[src/rtl/fir_out_fifo_pkg.sv]
// Shared FIR / output-buffer constants, imported by the FIR datapath and its output FIFO.
// Latency: none (constants only). Backpressure: not applicable.
// Keep these in step with the FIR so the buffer width always matches the filter result.
package fir_out_fifo_pkg;

    localparam int FIR_DATA_W     = 12;
    localparam int FIR_COEF_W     = 12;
    localparam int FIR_OUT_W      = 16;
    localparam int FIR_TAPS       = 16;
    localparam int OUT_FIFO_DEPTH = 16;

endpackage

[src/rtl/fir_out_fifo_btn_edge_sync.sv]
// Pushbutton conditioner: 2-FF synchronizer plus rising-edge detect, one pulse per press.
// Latency: level sampled at edge N gives a pulse that is consumed at edge N+2.
// Backpressure: none; a held button produces exactly one pulse.
module btn_edge_sync (
    input  logic clk,
    input  logic rst,
    input  logic btn_i,
    output logic pulse_o
);

    logic sync1_q;
    logic sync2_q;
    logic dly_q;

    always_ff @(posedge clk or negedge rst) begin
        if (!rst) begin
            sync1_q <= 1'b0;
            sync2_q <= 1'b0;
            dly_q   <= 1'b0;
        end else begin
            sync1_q <= btn_i;
            sync2_q <= sync1_q;
            dly_q   <= sync2_q;
        end
    end

    assign pulse_o = sync2_q & ~dly_q;

endmodule

[src/rtl/fir_out_fifo.sv]
// FIR output buffer: 16-entry FIFO filled on the filter strobe, drained one sample per button press.
// Latency: pop lands on dato_out 2 edges after the button is sampled; flags/count are registered.
// Backpressure: none upstream; pushes into a full FIFO are dropped (OUT_FIFO_STICKY_OVF_EN adds ovf_o).
module fir_out_fifo
    import fir_out_fifo_pkg::*;
#(
    parameter  int DATA_W = FIR_OUT_W,
    parameter  int DEPTH  = OUT_FIFO_DEPTH,
    localparam int ADDR_W = $clog2(DEPTH)
) (
    input  logic              clk,
    input  logic              rst,
    input  logic              wr_valid_i,
    input  logic [DATA_W-1:0] wr_data_i,
    input  logic              send_i,
    output logic [DATA_W-1:0] dato_out,
    output logic              dato_valid_o,
    output logic              led_full,
    output logic              led_empty,
    output logic [ADDR_W:0]   count_o
`ifdef OUT_FIFO_STICKY_OVF_EN
    ,
    output logic              ovf_o
`endif
);

    logic [DATA_W-1:0] mem_q [DEPTH];
    logic [ADDR_W-1:0] wr_ptr_q, wr_ptr_d;
    logic [ADDR_W-1:0] rd_ptr_q, rd_ptr_d;
    logic [ADDR_W:0]   count_q, count_d;
    logic              full_q, full_d;
    logic              empty_q, empty_d;
    logic [DATA_W-1:0] dout_q;
    logic              dvld_q;
    logic              pop_req;
    logic              do_pop;
    logic              do_push;

    btn_edge_sync u_btn (
        .clk     (clk),
        .rst     (rst),
        .btn_i   (send_i),
        .pulse_o (pop_req)
    );

    // A pop frees a slot in the same edge, so a full FIFO still accepts a simultaneous push.
    always_comb begin
        do_pop   = pop_req & ~empty_q;
        do_push  = wr_valid_i & (~full_q | do_pop);
        wr_ptr_d = do_push ? wr_ptr_q + ADDR_W'(1) : wr_ptr_q;
        rd_ptr_d = do_pop  ? rd_ptr_q + ADDR_W'(1) : rd_ptr_q;
        count_d  = count_q + (ADDR_W+1)'(do_push) - (ADDR_W+1)'(do_pop);
        full_d   = (count_d == (ADDR_W+1)'(DEPTH));
        empty_d  = (count_d == '0);
    end

    always_ff @(posedge clk) begin
        if (do_push) begin
            mem_q[wr_ptr_q] <= wr_data_i;
        end
    end

    always_ff @(posedge clk or negedge rst) begin
        if (!rst) begin
            wr_ptr_q <= '0;
            rd_ptr_q <= '0;
            count_q  <= '0;
            full_q   <= 1'b0;
            empty_q  <= 1'b1;
            dout_q   <= '0;
            dvld_q   <= 1'b0;
        end else begin
            wr_ptr_q <= wr_ptr_d;
            rd_ptr_q <= rd_ptr_d;
            count_q  <= count_d;
            full_q   <= full_d;
            empty_q  <= empty_d;
            dvld_q   <= do_pop;
            if (do_pop) begin
                dout_q <= mem_q[rd_ptr_q];
            end
        end
    end

`ifdef OUT_FIFO_STICKY_OVF_EN
    logic ovf_q, ovf_d;

    always_comb begin
        ovf_d = ovf_q | (wr_valid_i & full_q & ~do_pop);
    end

    always_ff @(posedge clk or negedge rst) begin
        if (!rst) begin
            ovf_q <= 1'b0;
        end else begin
            ovf_q <= ovf_d;
        end
    end

    assign ovf_o = ovf_q;
`endif

    assign dato_out     = dout_q;
    assign dato_valid_o = dvld_q;
    assign led_full     = full_q;
    assign led_empty    = empty_q;
    assign count_o      = count_q;

endmodule
[config.mk]
export PLATFORM = sky130hd
export DESIGN_NAME = fir_out_fifo
export DESIGN_NICKNAME = d
export VERILOG_FILES = /design/src/rtl/fir_out_fifo_pkg.sv /design/src/rtl/fir_out_fifo_btn_edge_sync.sv /design/src/rtl/fir_out_fifo.sv
export SDC_FILE = /design/constraint.sdc
export NUM_CORES = 1
export LEC_CHECK = 0
export BUFFER_PORTS_ARGS = -buffer_cell sky130_fd_sc_hd__buf_2
export CAP_MARGIN = 20
export CORE_MARGIN = 5
export CORE_UTILIZATION = 55
export CTS_CLUSTER_DIAMETER = 120
export DETAILED_ROUTE_END_ITERATION = 12
export GPL_ROUTABILITY_DRIVEN = 0
export MAX_ROUTING_LAYER = met4
export PLACE_DENSITY = 0.72
export SETUP_SLACK_MARGIN = 0.05
export SLEW_MARGIN = 20
export SYNTH_ARGS = -nofsm -noshare
export SYNTH_HDL_FRONTEND = slang
export SYNTH_SLANG_ARGS = --single-unit
[constraint.sdc]
create_clock -name clk -period 3.45 [get_ports clk]
set_clock_uncertainty 0.15 [all_clocks]
set_input_delay 0.8625 -clock clk [delete_from_list [all_inputs] [get_ports clk]]
set_output_delay 0.8625 -clock clk [all_outputs]
set_load 0.02 [all_outputs]
* After elaboration in Yosys (flattened, before gate mapping) *
Memories as Yosys holds them, arrays and structs flattened. A register that Yosys moved wholly into a read port is not among the register bits.
Index checks and enable logic that the tools add are counted.

storage, ports and cells
  output and inout port bits = 24
  logic and storage cells = 26
  RAM bits = 256
  flip-flop bits (word level) = 19
  bits of input ports = 20
  memories = 1

memories
  memory  depth  width  rd ports  clocked after memory_dff  wr ports  RTL line            source
  mem_q   16     16     1         1                         1         fir_out_fifo.sv:27  logic [DATA_W-1:0] mem_q [DEPTH];

cells by class
  muxes and demuxes = 2
  equal/unequal tests = 1
  add/sub/neg operators = 4
  reductions and logical operators = 2
  bitwise logic cells = 7

operator list
  kind                 number
  $add 4x1->4 const B  2
  $add 5x1->5          1
  $eq 5x5->1 const B   1
  $logic_not 5->1      1
  $sub 5x1->5          1
  $and 1x1->1          3
  $not 1->1            3
  $mux 1               2
  $logic_not 1->1      1
  $or 1x1->1           1

* Depth between registers and ports, before layout *
Gate-level depths: netlist of run 1.

  depth in word-level cells = 8
  depth in mapped cells = 13
  mapped depth without buffers = 12

* Cells and area by module *
Synthesis of run 1 repeated with hierarchy kept, for this count alone.

unflattened totals
  cell total of the unflattened synthesis = 682
  area, all modules = 11389.7 µm²

by module, submodules not included
  module         area each (µm²)  seq. area each (µm²)  times used  cells each
  fir_out_fifo   11300.8          8489.4                1           678
  btn_edge_sync  88.8             75.1                  1           4

* Least setup slack after synthesis of run 1 *
OpenSTA, ideal clock, no wires.

  path type = reg-to-reg
  start = reg empty_q (netlist: led_empty)
  end = reg full_q (netlist: led_full)
  clock period less this slack = 3.001 ns
  library setup time = 0.101 ns
  arrival time = 2.750 ns
  slack = 0.449 ns
  data required time = 3.199 ns
  stages on the path, launching flop included = 14
  path buffers = 1
  path through = dfstp_2 -> or3b_1 -> buf_6 -> a21boi_4 -> inv_1 -> ha_1 -> inv_1 -> ha_1 -> inv_1 -> fa_1 -> nor2b_1 -> o21ai_0 -> and3_1 -> nor4_1

on the way
  word-level cells in the longest chain between the ends = 7

RTL lines
  element                   RTL line            source
  start: declaration        fir_out_fifo.sv:32  logic empty_q, empty_d;
  start signal: assignment  fir_out_fifo.sv:77  empty_q <= empty_d;
  $not 1->1 *               fir_out_fifo.sv:48  do_pop = pop_req & ~empty_q;
  $and 1x1->1 *             fir_out_fifo.sv:48
  $or 1x1->1                fir_out_fifo.sv:49  do_push = wr_valid_i & (~full_q | do_pop);
  $and 1x1->1               fir_out_fifo.sv:49
  $add 5x1->5               fir_out_fifo.sv:52  count_d = count_q + (ADDR_W+1)'(do_push) - (ADDR_W+1)'(do_pop);
  $sub 5x1->5 *             fir_out_fifo.sv:52
  $eq 5x5->1 *              fir_out_fifo.sv:53  full_d = (count_d == (ADDR_W+1)'(DEPTH));
  named net full_d          fir_out_fifo.sv:31  logic full_q, full_d;
  end signal: assignment    fir_out_fifo.sv:76  full_q <= full_d;
  end: declaration          fir_out_fifo.sv:31

Mark *: on every way through the listed nets, which the timed path passes. The rest lies on a longest branch.
A chain may end at the register's enable or synchronous reset.

* Worst setup path after layout of run 1 *
  start = reg u_btn.dly_q
  end = reg full_q (netlist: led_full)

on the way
  word-level cells in the longest chain between the ends = 8

RTL lines
  element                   RTL line                          source
  start: declaration        fir_out_fifo_btn_edge_sync.sv:13  logic dly_q;
  start signal: assignment  fir_out_fifo_btn_edge_sync.sv:23  dly_q <= sync2_q;
  $not 1->1 *               fir_out_fifo_btn_edge_sync.sv:27  assign pulse_o = sync2_q & ~dly_q;
  $and 1x1->1 *             fir_out_fifo_btn_edge_sync.sv:27
  $and 1x1->1 *             fir_out_fifo.sv:48
  $or 1x1->1                fir_out_fifo.sv:49
  $and 1x1->1               fir_out_fifo.sv:49
  $add 5x1->5               fir_out_fifo.sv:52
  $sub 5x1->5 *             fir_out_fifo.sv:52
  $eq 5x5->1 *              fir_out_fifo.sv:53
  named net full_d          fir_out_fifo.sv:31

Marked as above.

==> results list, run 1 <==
* Setup violations, final: 0
* Synth Net Count: around 650
* Initial Util: approximately 56%
* Worst path arrival time: around 3.4 ns
- Critical Path RT: approximately 3.7 ns
- Post-layout worst setup margin: between 0.3 and 0.4 ns
* Category of the most critical setup path: flop to flop
- Max-cap violations in this run came to 0.
- The number of hold buffers added after CTS was 0.
* Die Y: between 150 and 200 um
- Antenna violations before repair: 1
- The max-slew violation count was 0.
- Of the cells placed in the final design, the portion with a size suffix greater than 1 is 20.5%.
- Overall power consumption after layout is estimated at about 10000 uW.
- Crit. End Element: flop
* Avg Cell Area, Syn: roughly 18 um2
- Type of the worst min-delay path: flop to flop
* Portion of the post-synthesis area used by sequential elements: roughly three quarters
* Post-Route Setup TNS: 0 ns
* PostCTS Resize Cnt: 0
* Number of standard cells after synthesis: slightly above 600
* Sink Count: between 200 and 300
- Number of remaining DRC errors: 0
- Share of Yosys cell area claimed by the top area cell type: about two thirds
- Number of top-level pins: 44
- Cell taking the most area after synthesis: sky130_fd_sc_hd__edfxtp_1
- Power Density: between 800 and 900 mW/mm2
* Unrepaired setup endpoints after global routing: false
* Number of levels the H-tree was split into: 1
* Maximum fanout encountered on the critical timing path: 4
* Area of placed instances: 0.0120 mm2
- Period utilisation layout: 89.8%
- Post-layout minimum cycle time: roughly 3.1 ns
* Bufs on Longest Clock Path: 3
- Clock tree from TritonCTS: done
- Share of the core filled with cells: 63.0%
- At the end of the flow, the number of nets in the layout was between 700 and 800.
- P&R area growth vs syn: 12.6%
- For the pin with the worst max-slew slack, the measured transition is ~0.9 ns.
* Top cells by area, synth: sky130_fd_sc_hd__edfxtp_1, sky130_fd_sc_hd__mux2i_1, sky130_fd_sc_hd__dfrtp_1
- Cell Chain, Critical Path: or3b_1 -> a21boi_4 -> inv_1 -> ha_1 -> inv_1 -> ha_1 -> inv_1 -> fa_1 -> nor2b_1 -> o21ai_0 -> and3_1 -> nor4_1
- Vias/cell: between 5 and 6
- Aggregate global routing overflow: 0
- In this design, the stage delay of the slowest critical-path cell is about 0.45 ns.
- Num rows: 52
- DRT Pass-1 Iters: 4
- For this design, the slowest cell found on the critical path is sky130_fd_sc_hd__or3b_1.
- In this run the post-CTS setup repair buffer count came out at 0.
- Count of buffers from port buffering: 43
- Number of routed nets with antenna violations: 0
* Cell repeated most along the worst path: sky130_fd_sc_hd__inv_1
- For this design the static power due to leakage is between 0.004 and 0.005 uW.
- Place WS: about 0.21 ns
- The finished cells cover 0.0128 mm2.
* Global routing's busiest layer: met2
- Entering global routing, the biggest net connects 43 pins.
- For this run, the top clock speed supported by timing is between 0.3 and 0.4 GHz.
- The first global-routing pass estimated between 30000 and 40000 um of wire.
* Flip-flop and latch count after synthesis: ~290
- Clock Pin Slew Worst Setup and Hold Paths: roughly 0.060 ns
- Dividing the detail-routed wire length by the instance count gives around 23 um.
- Final hold violation count: 0
- TritonCTS created 27 clock buffers.
- Predominant post-synthesis flop cell: sky130_fd_sc_hd__edfxtp_1
- Area of the die: approximately 0.024 mm2
- In this run the cell area of the synthesized design comes to approximately 0.011 mm2.
- Synthesis instantiated 44 different standard cells from the library.
- For this run, asynchronously set or reset flops after synthesis account for around an eighth.
* Vias in the first global route: around 6200
- Core area: between 0.02 and 0.025 mm2
- The worst-case IR drop observed on VDD is between 0.0006 and 0.0007 V.
- Final routed wirelength across all metal layers: about 23000 um
- Global routing used approximately 34% of the available met2 tracks.
- First DRT Iteration DRCs: 480
- Type of element launching the critical path: flop
- In this run, synthesis inferred about 260 flip-flops with an integrated enable.
* Total via count in the routed design: a little under 6000
* Total routing resource utilization after global routing: about a fifth
* Slew margin rel.: between 40% and 50%
* Status: complete, no violations
- Yosys Warn Count: 0
* Master cell of the clock root buffer: sky130_fd_sc_hd__clkbuf_16
* GR Layer Usage met1: a little over a quarter
* Met3 track utilization from global routing: 3.71%
* Clock insertion delay at the later pin of the skew report: 0.52 ns
- HPWL Detailed: 14100 um
- The floorplan step set the die width to around 150 um.
[registers in the layout (all words and copies together) (netlist names)]
signal,count
led_empty,1
rd_ptr_q,4
u_btn.sync2_q,1
dato_valid_o,1
dato_out,16
count_o,5
wr_ptr_q,4
u_btn.sync1_q,1
led_full,1
u_btn.dly_q,1
mem_q,256
[critical path, delay by kind of cell (launching register included)]
family,cells,cell delay (ns)
AO/OA/AOI/OAI,2,0.34
buffers and inverters,3,0.20
adder cells (fa/ha/maj),3,0.87
AND/OR/NAND/NOR,4,1.09
flip-flops,1,0.35
[Yosys cell counts (10+ instances only)]
master	instances
sky130_fd_sc_hd__ha_1	10
sky130_fd_sc_hd__a32oi_1	14
sky130_fd_sc_hd__mux4_2	17
sky130_fd_sc_hd__o211ai_1	14
sky130_fd_sc_hd__nand2_1	25
sky130_fd_sc_hd__buf_4	14
sky130_fd_sc_hd__dfrtp_1	34
sky130_fd_sc_hd__edfxtp_1	256
sky130_fd_sc_hd__mux2i_1	95
sky130_fd_sc_hd__inv_1	11
sky130_fd_sc_hd__a22oi_1	46
sky130_fd_sc_hd__nor2_1	14
[routing by layer]
layer | vias to the layer above | part of all wire [%]
met1 | 2956 | 42
met5 | - | 0
li1 | 2602 | -
met4 | 0 | 1.2
met3 | 29 | 6.5
met2 | 175 | 50
[kinds of logic (layout without fill, tap and decap cells)]
logic type,Yosys count,count (layout),share of synthesized area [%]
AOI/OAI and AO/OA,85,85,5.78
xor gates and xnor gates,9,9,0.695
adders and majority gates,11,11,1.28
buffers and inverters,48,136,2.41
DFF,291,291,75.5
muxes,112,112,11.8
other,0,1,0
and+or+nand+nor,64,64,2.62
[power breakdown]
part,internal [uW],total (uW),switching (uW)
clock,1530,2710,1180
sequential,4360,4750,384
combinational,1210,2920,1710
[path summary, 6_finish.rpt]
kind	start	to	slack (ns)	cells after the start
worst max-delay path	u_btn.dly_q$_DFF_PN0_	led_full$_DFF_PN0_	0.35	12
worst min-delay path	u_btn.sync1_q$_DFF_PN0_	u_btn.sync2_q$_DFF_PN0_	0.20	0
worst max register to register	u_btn.dly_q$_DFF_PN0_	led_full$_DFF_PN0_	0.35	12
worst min register to register	u_btn.sync1_q$_DFF_PN0_	u_btn.sync2_q$_DFF_PN0_	0.20	0
max in group asynchronous	rst	dato_out[14]$_DFFE_PN0P_	2.27	2
min in group asynchronous	rst	wr_ptr_q[0]$_DFFE_PN0P_	0.22	1
[cell type report]
cell class	instances	area, um2
clock buffers	36	719
flip-flops and latches	291	8570
clock inverters	11	82.6
fillers	1434	7520
well taps	270	338
repair buffers	77	483
inverters	12	45.0
multi-input cells	281	2540
diodes	1	2.50
[cells in the final DEF, fill, tap and decap left out, types with 2 or more instances in the layout]
master                      instances
sky130_fd_sc_hd__buf_2             43
sky130_fd_sc_hd__clkbuf_16         27
sky130_fd_sc_hd__o211ai_1          14
sky130_fd_sc_hd__inv_1             11
sky130_fd_sc_hd__a22oi_1           46
sky130_fd_sc_hd__nand2_1           25
sky130_fd_sc_hd__nand3_1            4
sky130_fd_sc_hd__mux4_2            17
sky130_fd_sc_hd__ha_1              10
sky130_fd_sc_hd__and2_1             2
sky130_fd_sc_hd__edfxtp_1         256
sky130_fd_sc_hd__a32oi_1           14
sky130_fd_sc_hd__nor3_2             4
sky130_fd_sc_hd__mux2i_1           95
sky130_fd_sc_hd__clkinv_1           3
sky130_fd_sc_hd__nor2_2             5
sky130_fd_sc_hd__xnor2_1            8
sky130_fd_sc_hd__nor2b_1            2
sky130_fd_sc_hd__nand2b_1           2
sky130_fd_sc_hd__clkbuf_1           8
sky130_fd_sc_hd__nor4_1             2
sky130_fd_sc_hd__dfrtp_1           33
sky130_fd_sc_hd__clkinv_2           5
sky130_fd_sc_hd__a21oi_1            2
sky130_fd_sc_hd__buf_4             33
sky130_fd_sc_hd__nor2_1            10
sky130_fd_sc_hd__o21ai_0            3
[per-stage QoR]
stage / cells / hold slack [ns]
after floorplan: 620 / 0.181
after global placement: 931 / 0.193
after detailed placement: 931 / 0.189
after CTS: 978 / 0.203
after global routing: 979 / 0.210
final: 979 / 0.200
No activity file was read; power rests on OpenSTA's default activity.
==> run 2: changes to the inputs <==
==> constraint.sdc (replaced) <==
create_clock -name clk -period 3.45 [get_ports clk]
set_clock_uncertainty 0.15 [all_clocks]
set_input_delay 0.1725 -clock clk [delete_from_list [all_inputs] [get_ports clk]]
set_output_delay 0.1725 -clock clk [all_outputs]
set_load 0.02 [all_outputs]
==> results list, run 2 (same netlist as run 1, synthesis figures left out) <==
- The flow ran to the end, and the final reports show no timing, DRC or antenna violations.
- The effective utilization at floorplan came to 55.9% (unchanged).
- Total stage count of the critical path: 12 (unchanged)
- Fraction of layout cells with a size suffix above 1: 21.3% (+0.86 points)
- The average detailed-routed wire length per instance was 23.7 um (+0.91%).
* Power Density: 837 mW/mm2 (+3.1%)
- P&R area growth vs syn: 16.4%
- The iteration count of the initial detailed-routing pass is 5 (+1).
- Number of top-level pins: 44 (unchanged)
- In this run the most critical hold path is launched from wr_valid_i.
- The count of maximum capacitance violations is 0 (unchanged).
- Core area: 0.0203 mm2 (unchanged)
- The maximum cell stage delay along the critical path came to 0.46 ns (about the same).
* Post-Route Setup TNS: 0 ns (unchanged)
- The wire length of the first global-routing pass is 36800 um (+1.9%).
- The worst setup path is launched from a flop.
- R2r setup slk: 0.46 ns (+0.11 ns)
- The TritonCTS sink count was 291 (unchanged).
- End of the worst register-to-register path: led_full$_DFF_PN0_
- On the critical path, the stage with the largest delay is an instance of sky130_fd_sc_hd__or3b_1.
- Static leakage: 0.00479 uW (+4.2%)
- Max reg flops: 256 (unchanged)
* Max Freq: 0.335 GHz (+3.7%)
* Num rows: 52 (unchanged)
- Clock insertion delay at the later pin of the skew report: 0.54 ns (+0.02 ns)
* Worst path arrival time: 3.27 ns (-0.09 ns)
* Setup violations, final: 0 (unchanged)
- Worst Hold Path Cells: 4 (+4)
- The count of final hold-check violations is 0 (unchanged).
- The path class of the tightest hold or removal check is primary input to flop.
- The maximum number of pins on one net before global-route repair was 47 (+9.3%).
* Crit. End Element: flop
- Cell repeated most along the worst path: sky130_fd_sc_hd__inv_1
* Area of the die: 0.0236 mm2 (unchanged)
* Post-layout minimum cycle time: 2.99 ns (-0.112 ns)
- Vias in the first global route: 6320 (+2.0%)
- Master cell of the clock root buffer: sky130_fd_sc_hd__clkbuf_16
- Unrepaired setup endpoints after global routing: false
* Die Y: 154 um (unchanged)
- Final-stage net count: 740 (+2.6%)
- Total via count in the routed design: 6013 (+4.4%)
- Aggregate global routing overflow: 0 (unchanged)
* Maximum vdd drop: 0.000573 V (-5.9%)
* Bufs on Longest Clock Path: 3 (unchanged)
- Maximum fanout encountered on the critical timing path: 4 (unchanged)
* Slew Limit Fails: 0 (unchanged)
- The data required time of the worst path came to 3.74 ns (+0.03 ns).
- Transition at the pin with the smallest max-transition slack: 0.972 ns (+0.0763 ns)
* Clock tree from TritonCTS: done
* Category of the most critical setup path: flop to flop
- The total power consumption of the routed design is 11100 uW (+6.6%).
- More flip-flops sit in one register than any other, and that register is mem_q.
* Number of cells traversed by the worst register-to-register path: 12 (unchanged)
* Critical path's top delay family: simple AND/OR/NAND/NOR gates
- The chip width is 154 um (unchanged).
* Number of remaining DRC errors: 0 (unchanged)
- The total routed wirelength was 23700 um (+3.3%).
- The via count normalized by instance count came to 6.00 (+2.0%).
- Antenna violations before repair: 1 (unchanged)
- First DRT Iteration DRCs: 732 (+53%)
- Period utilisation layout: 86.6% (-3.2 points)
- Total routing resource utilization after global routing: 20.9% (+0.57 points)
* Count of buffers from port buffering: 43 (unchanged)
- Hold Path Sink: wr_ptr_q[0]$_DFFE_PN0P_
- Cell Chain, Critical Path: or3b_1 -> a21boi_4 -> inv_1 -> ha_1 -> inv_1 -> ha_1 -> inv_1 -> fa_1 -> nor2b_1 -> o21ai_0 -> and3_1 -> nor4_1
* Commonest non-fill, non-tap cell in the layout: sky130_fd_sc_hd__edfxtp_1
- In the layout the commonest cells are sky130_fd_sc_hd__edfxtp_1, sky130_fd_sc_hd__mux2i_1, sky130_fd_sc_hd__a22oi_1, sky130_fd_sc_hd__buf_2, sky130_fd_sc_hd__dfrtp_1.
- The H-tree depth reported by CTS was 1 (unchanged).
* Count of buffer and inverter cells on the critical path: 3 (unchanged)
- The number of antenna-violating nets in the routed design came to 0 (unchanged).
- The clock buffer count from CTS is 28 (+3.7%).
- In this run the critical register-to-register path is launched from u_btn.dly_q$_DFF_PN0_.
- The clock slew seen by the registers of the worst setup and hold paths came to 0.06 ns (about the same).
* HPWL Detailed: 14100 um (about the same)
- Slew margin rel.: 35.2% (-5.0 points)
run 2: cell count changes in the layout (fill, tap and decap cells not counted):
cell,before,now
sky130_fd_sc_hd__clkinvlp_4,1,2
sky130_fd_sc_hd__clkbuf_1,8,2
sky130_fd_sc_hd__buf_4,33,31
sky130_fd_sc_hd__clkbuf_16,27,29
sky130_fd_sc_hd__dlygate4sd3_1,0,18
sky130_fd_sc_hd__bufinv_16,1,7
sky130_fd_sc_hd__clkinv_2,5,8
sky130_fd_sc_hd__clkinv_4,1,0
sky130_fd_sc_hd__buf_12,1,3
run 2: cell type report:
class,instances,area [um2]
clock inverters,20,277
multi-input cells,281,2540
well taps,270,338
inverters,12,45.0
clock buffers,32,747
repair buffers,95,688
fillers,1351,7090
flip-flops and latches,291,8570
diodes,1,2.50
run 2: metrics by stage:
step,instance area [um2],util [%],setup slack (ns),cells,hold WS [ns]
2_1_floorplan,11300,-,0.449,620,-0.273
3_3_place_gp,12000,59.1,0.517,931,0.132
3_5_place_dp,12000,59.1,0.450,931,0.133
4_1_cts,13200,65.1,0.431,1001,0.00389
5_1_grt,13200,65.1,0.211,1002,0.0287
6_report,13200,65.1,0.462,1002,0.00623
run 2: power by group:
| group | total, uW | switching, uW | leakage, uW | internal (uW) |
|---|---|---|---|---|
| Sequential | 4720 | 357 | 0.00273 | 4360 |
| Combinational | 3020 | 1770 | 0.00156 | 1250 |
| Clock | 3320 | 1250 | 0.000502 | 2070 |
| Total | 11100 | 3370 | 0.00479 | 7690 |
run 2: per-layer routing:
metal | part of all wire, % | GRT usage [%] | vias to the layer above
li1 | - | - | 2639
met1 | 41 | 29.1 | 3091
met2 | 49 | 33.0 | 236
met3 | 7.6 | 3.12 | 47
met4 | 2.3 | 5.93 | 0
met5 | 0 | - | -
run 2: repair_timing:
item                                   in CTS  in global routing
setup buffers                               0                  0
endpoints found under the hold margin     291                  0
hold buffers                               18                  0
gates resized for setup                     0                  0
run 2: worst max path at each step:
| stage | from | to | slack, ns |
|---|---|---|---|
| final | u_btn.dly_q$_DFF_PN0_ | led_full$_DFF_PN0_ | 0.46 |
| after global routing | u_btn.dly_q$_DFF_PN0_ | led_full$_DFF_PN0_ | 0.21 |
| after CTS | u_btn.dly_q$_DFF_PN0_ | led_full$_DFF_PN0_ | 0.43 |
| after detailed placement | u_btn.dly_q$_DFF_PN0_ | led_full$_DFF_PN0_ | 0.45 |
| after global placement | u_btn.dly_q$_DFF_PN0_ | led_empty$_DFF_PN1_ | 0.52 |
| after floorplan | led_empty$_DFF_PN1_ | led_full$_DFF_PN0_ | 0.45 |
run 2: worst reg2reg max path: stages (launching register included):
cell                       delay (ns)
sky130_fd_sc_hd__dfrtp_1         0.35
sky130_fd_sc_hd__or3b_1          0.46
sky130_fd_sc_hd__a21boi_4        0.18
sky130_fd_sc_hd__inv_1           0.05
sky130_fd_sc_hd__ha_1            0.26
sky130_fd_sc_hd__inv_1           0.06
sky130_fd_sc_hd__ha_1            0.15
sky130_fd_sc_hd__inv_1           0.07
sky130_fd_sc_hd__fa_1            0.43
sky130_fd_sc_hd__nor2b_1         0.12
sky130_fd_sc_hd__o21ai_0         0.13
sky130_fd_sc_hd__and3_1          0.23
sky130_fd_sc_hd__nor4_1          0.24
==> run 3: changes to the inputs <==
--- a/config.mk
+++ b/config.mk
@@ -9,11 +9,13 @@
 export CAP_MARGIN = 20
 export CORE_MARGIN = 5
 export CORE_UTILIZATION = 55
+export CTS_BUF_LIST = sky130_fd_sc_hd__clkbuf_8
 export CTS_CLUSTER_DIAMETER = 120
 export DETAILED_ROUTE_END_ITERATION = 12
 export GPL_ROUTABILITY_DRIVEN = 0
 export MAX_ROUTING_LAYER = met4
 export PLACE_DENSITY = 0.72
+export REMOVE_ABC_BUFFERS = 1
 export SETUP_SLACK_MARGIN = 0.05
 export SLEW_MARGIN = 20
 export SYNTH_ARGS = -nofsm -noshare
==> results list, run 3 (same netlist as run 1, synthesis figures left out) <==
- The biggest fanout along the worst timing path was 4 (unchanged).
* Num rows: 52 (unchanged)
- Post-DR wirelength/cell: 23.5 um (-0.84%)
* Commonest cells after routing, fill and taps aside: sky130_fd_sc_hd__edfxtp_1, sky130_fd_sc_hd__mux2i_1, sky130_fd_sc_hd__clkbuf_8, sky130_fd_sc_hd__a22oi_1, sky130_fd_sc_hd__buf_2
- Global-route wire length before repair: 37000 um (+0.41%)
- Cell Chain, Critical Path: or3b_1 -> a21boi_4 -> inv_1 -> ha_1 -> inv_1 -> ha_1 -> inv_1 -> fa_1 -> nor2b_1 -> o21ai_0 -> and3_1 -> nor4_1
- Type of element launching the critical path: flop
- The initial antenna violation count is 0 (-1).
- The maximum buffer depth of the clock tree is 3 (unchanged).
* Vias/cell: 5.88 (-2.0%)
* Fraction of layout cells with a size suffix above 1: 23.2% (+1.9 points)
- The effective utilization at floorplan is 55.9% (unchanged).
- The global routing stage identified its most utilized layer as met2.
* Transition at the pin with the smallest max-transition slack: 0.974 ns (+0.00181 ns)
- Die X-Extent: 154 um (unchanged)
* Final design instance area without fill: 0.0131 mm2 (-0.63%)
- The routed via count came to 6044 (+0.52%).
- Area of placed instances: 0.0120 mm2 (unchanged)
* Total routing resource utilization after global routing: 21.1% (+0.21 points)
- Critical path's top delay family: simple AND/OR/NAND/NOR gates
* Met3 track utilization from global routing: 4.44% (+1.3 points)
- Max reg flops: 256 (unchanged)
- Crit. End Element: flop
- The count of buffering cells on the critical path with inverters included came to 3 (unchanged).
- Antenna cell count: 0 (-1)
- Maximum vdd drop: 0.000388 V (-32%)
- The floorplan die height came to 154 um (unchanged).
* Master cell of the clock root buffer: sky130_fd_sc_hd__clkbuf_8
* Worst path arrival time: 3.33 ns (+0.06 ns)
* Worst path max stage delay: 0.46 ns (about the same)
- The clock period minus final worst setup slack is 3.07 ns (+0.0826 ns).
* Commonest non-fill, non-tap cell in the layout: sky130_fd_sc_hd__edfxtp_1
- The setup path with the least slack is of type flop to flop.
* HPWL Detailed: 14700 um (+4.1%)
* First DRT Iteration DRCs: 518 (-29%)
- The data required time of the worst path is 3.71 ns (-0.03 ns).
- The remaining routing DRC violations was 0 (unchanged).
- The filler cell count is 1407 (+4.1%).
* Final-stage net count: 755 (+2.0%)
- Final hold violation count: 0 (unchanged)
- Core area: 0.0203 mm2 (unchanged)
- The via count of the first global-routing pass is 6276 (-0.70%).
- The clock slew seen by the registers of the worst setup and hold paths came to 0.07 ns (about the same).
- The count of maximum capacitance violations came to 0 (unchanged).
- TritonCTS built the clock tree.
* Met2 capacity usage during global routing: 34.3% (+1.3 points)
* Slew margin rel.: 35.1% (-0.12 points)
- The max-slew violation count was 0 (unchanged).
- Total clock buffers created by CTS: 44 (+57%)
- Sink Count: 291 (unchanged)
* Count of buffers from port buffering: 43 (unchanged)
* P&R area growth vs syn: 15.6%
* Final routed wirelength across all metal layers: 24100 um (+1.7%)
- Aggregate global routing overflow: 0 (unchanged)
* GR Layer Usage met1: 27.7% (-1.3 points)
- Reg with most FFs: mem_q
- The final core utilization came to 64.7% (-0.41 points).
* Static leakage: 0.00481 uW (+0.34%)
- The setup slack on the worst flop-to-flop path is 0.38 ns (-0.08 ns).
- Period utilisation layout: 89.0% (+2.4 points)
- The total I/O pin count came to 44 (unchanged).
- Slowest stage cell on the critical path: sky130_fd_sc_hd__or3b_1
- Clock insertion delay at the later pin of the skew report: 0.54 ns (about the same)
* Area of the die: 0.0236 mm2 (unchanged)
- Among the stages of the critical path, the cell type that occurs most often is sky130_fd_sc_hd__inv_1.
* Power Density: 815 mW/mm2 (-2.6%)
* Type of the worst min-delay path: primary input to asynchronous set/reset pin
- Tightest hold margin: 0.175 ns (+0.169 ns)
- Setup violations, final: 0 (unchanged)
- The fmax was 0.326 GHz (-2.7%).
- The iteration count of the initial detailed-routing pass was 5 (unchanged).
- PostCTS Resize Cnt: 0 (unchanged)
- The maximum number of pins on one net before global-route repair is 36 (-23%).
- Number of routed nets with antenna violations: 0 (unchanged)
- The post-CTS setup repair buffer count is 0 (unchanged).
- The H-tree depth reported by CTS was 2 (+1).
- Unrepaired setup endpoints after global routing: false
- Status: complete, no violations
==> run 3: repair_timing <==
action / in CTS / in global routing
hold endpoints to repair: 292 / 0
endpoints found under the setup margin: 0 / 0
hold buffers: 19 / 0
==> run 3: metrics by stage <==
stage	TNS (ns)	power [uW]	setup WS [ns]	instances
floorplan	-28.03	6870	-1.63	584
global placement	0	7720	0.510	929
detailed placement	0	7830	0.379	929
CTS	0	10800	0.357	1028
global route	0	11200	0.138	1028
finish	0	10700	0.380	1028
==> run 3: layout make-up <==
cell class / count / area, um2 / share of cell area (%)
Sequential cell: 291 / 8570 / 65.3
Multi-Input combinational cell: 281 / 2560 / 19.5
Clock buffer: 51 / 702 / 5.35
Timing Repair Buffer: 94 / 683 / 5.20
Tap cell: 270 / 338 / 2.57
Clock inverter: 29 / 230 / 1.75
Inverter: 12 / 45.0 / 0.343
==> run 3: power breakdown <==
part / switching (uW) / total [uW] / internal [uW]
clock network: 1280 / 2940 / 1650
registers: 368 / 4730 / 4360
logic: 1800 / 3030 / 1240
==> run 3: final timing paths <==
check	startpoint	to	depth (start not counted)
max	u_btn.dly_q$_DFF_PN0_	led_full$_DFF_PN0_	12
min	rst	dato_out[2]$_DFFE_PN0P_	2
max reg2reg	u_btn.dly_q$_DFF_PN0_	led_full$_DFF_PN0_	12
max in group asynchronous	rst	rd_ptr_q[0]$_DFFE_PN0P_	2
min in group clk	send_i	u_btn.sync1_q$_DFF_PN0_	2
min reg2reg	u_btn.sync1_q$_DFF_PN0_	u_btn.sync2_q$_DFF_PN0_	0
==> run 3: routing by layer <==
metal / up-vias / routed length, um
met1: 3098 / 9980
met4: 0 / 514
met5: - / 0
met2: 220 / 12100
met3: 46 / 1500
li1: 2680 / -
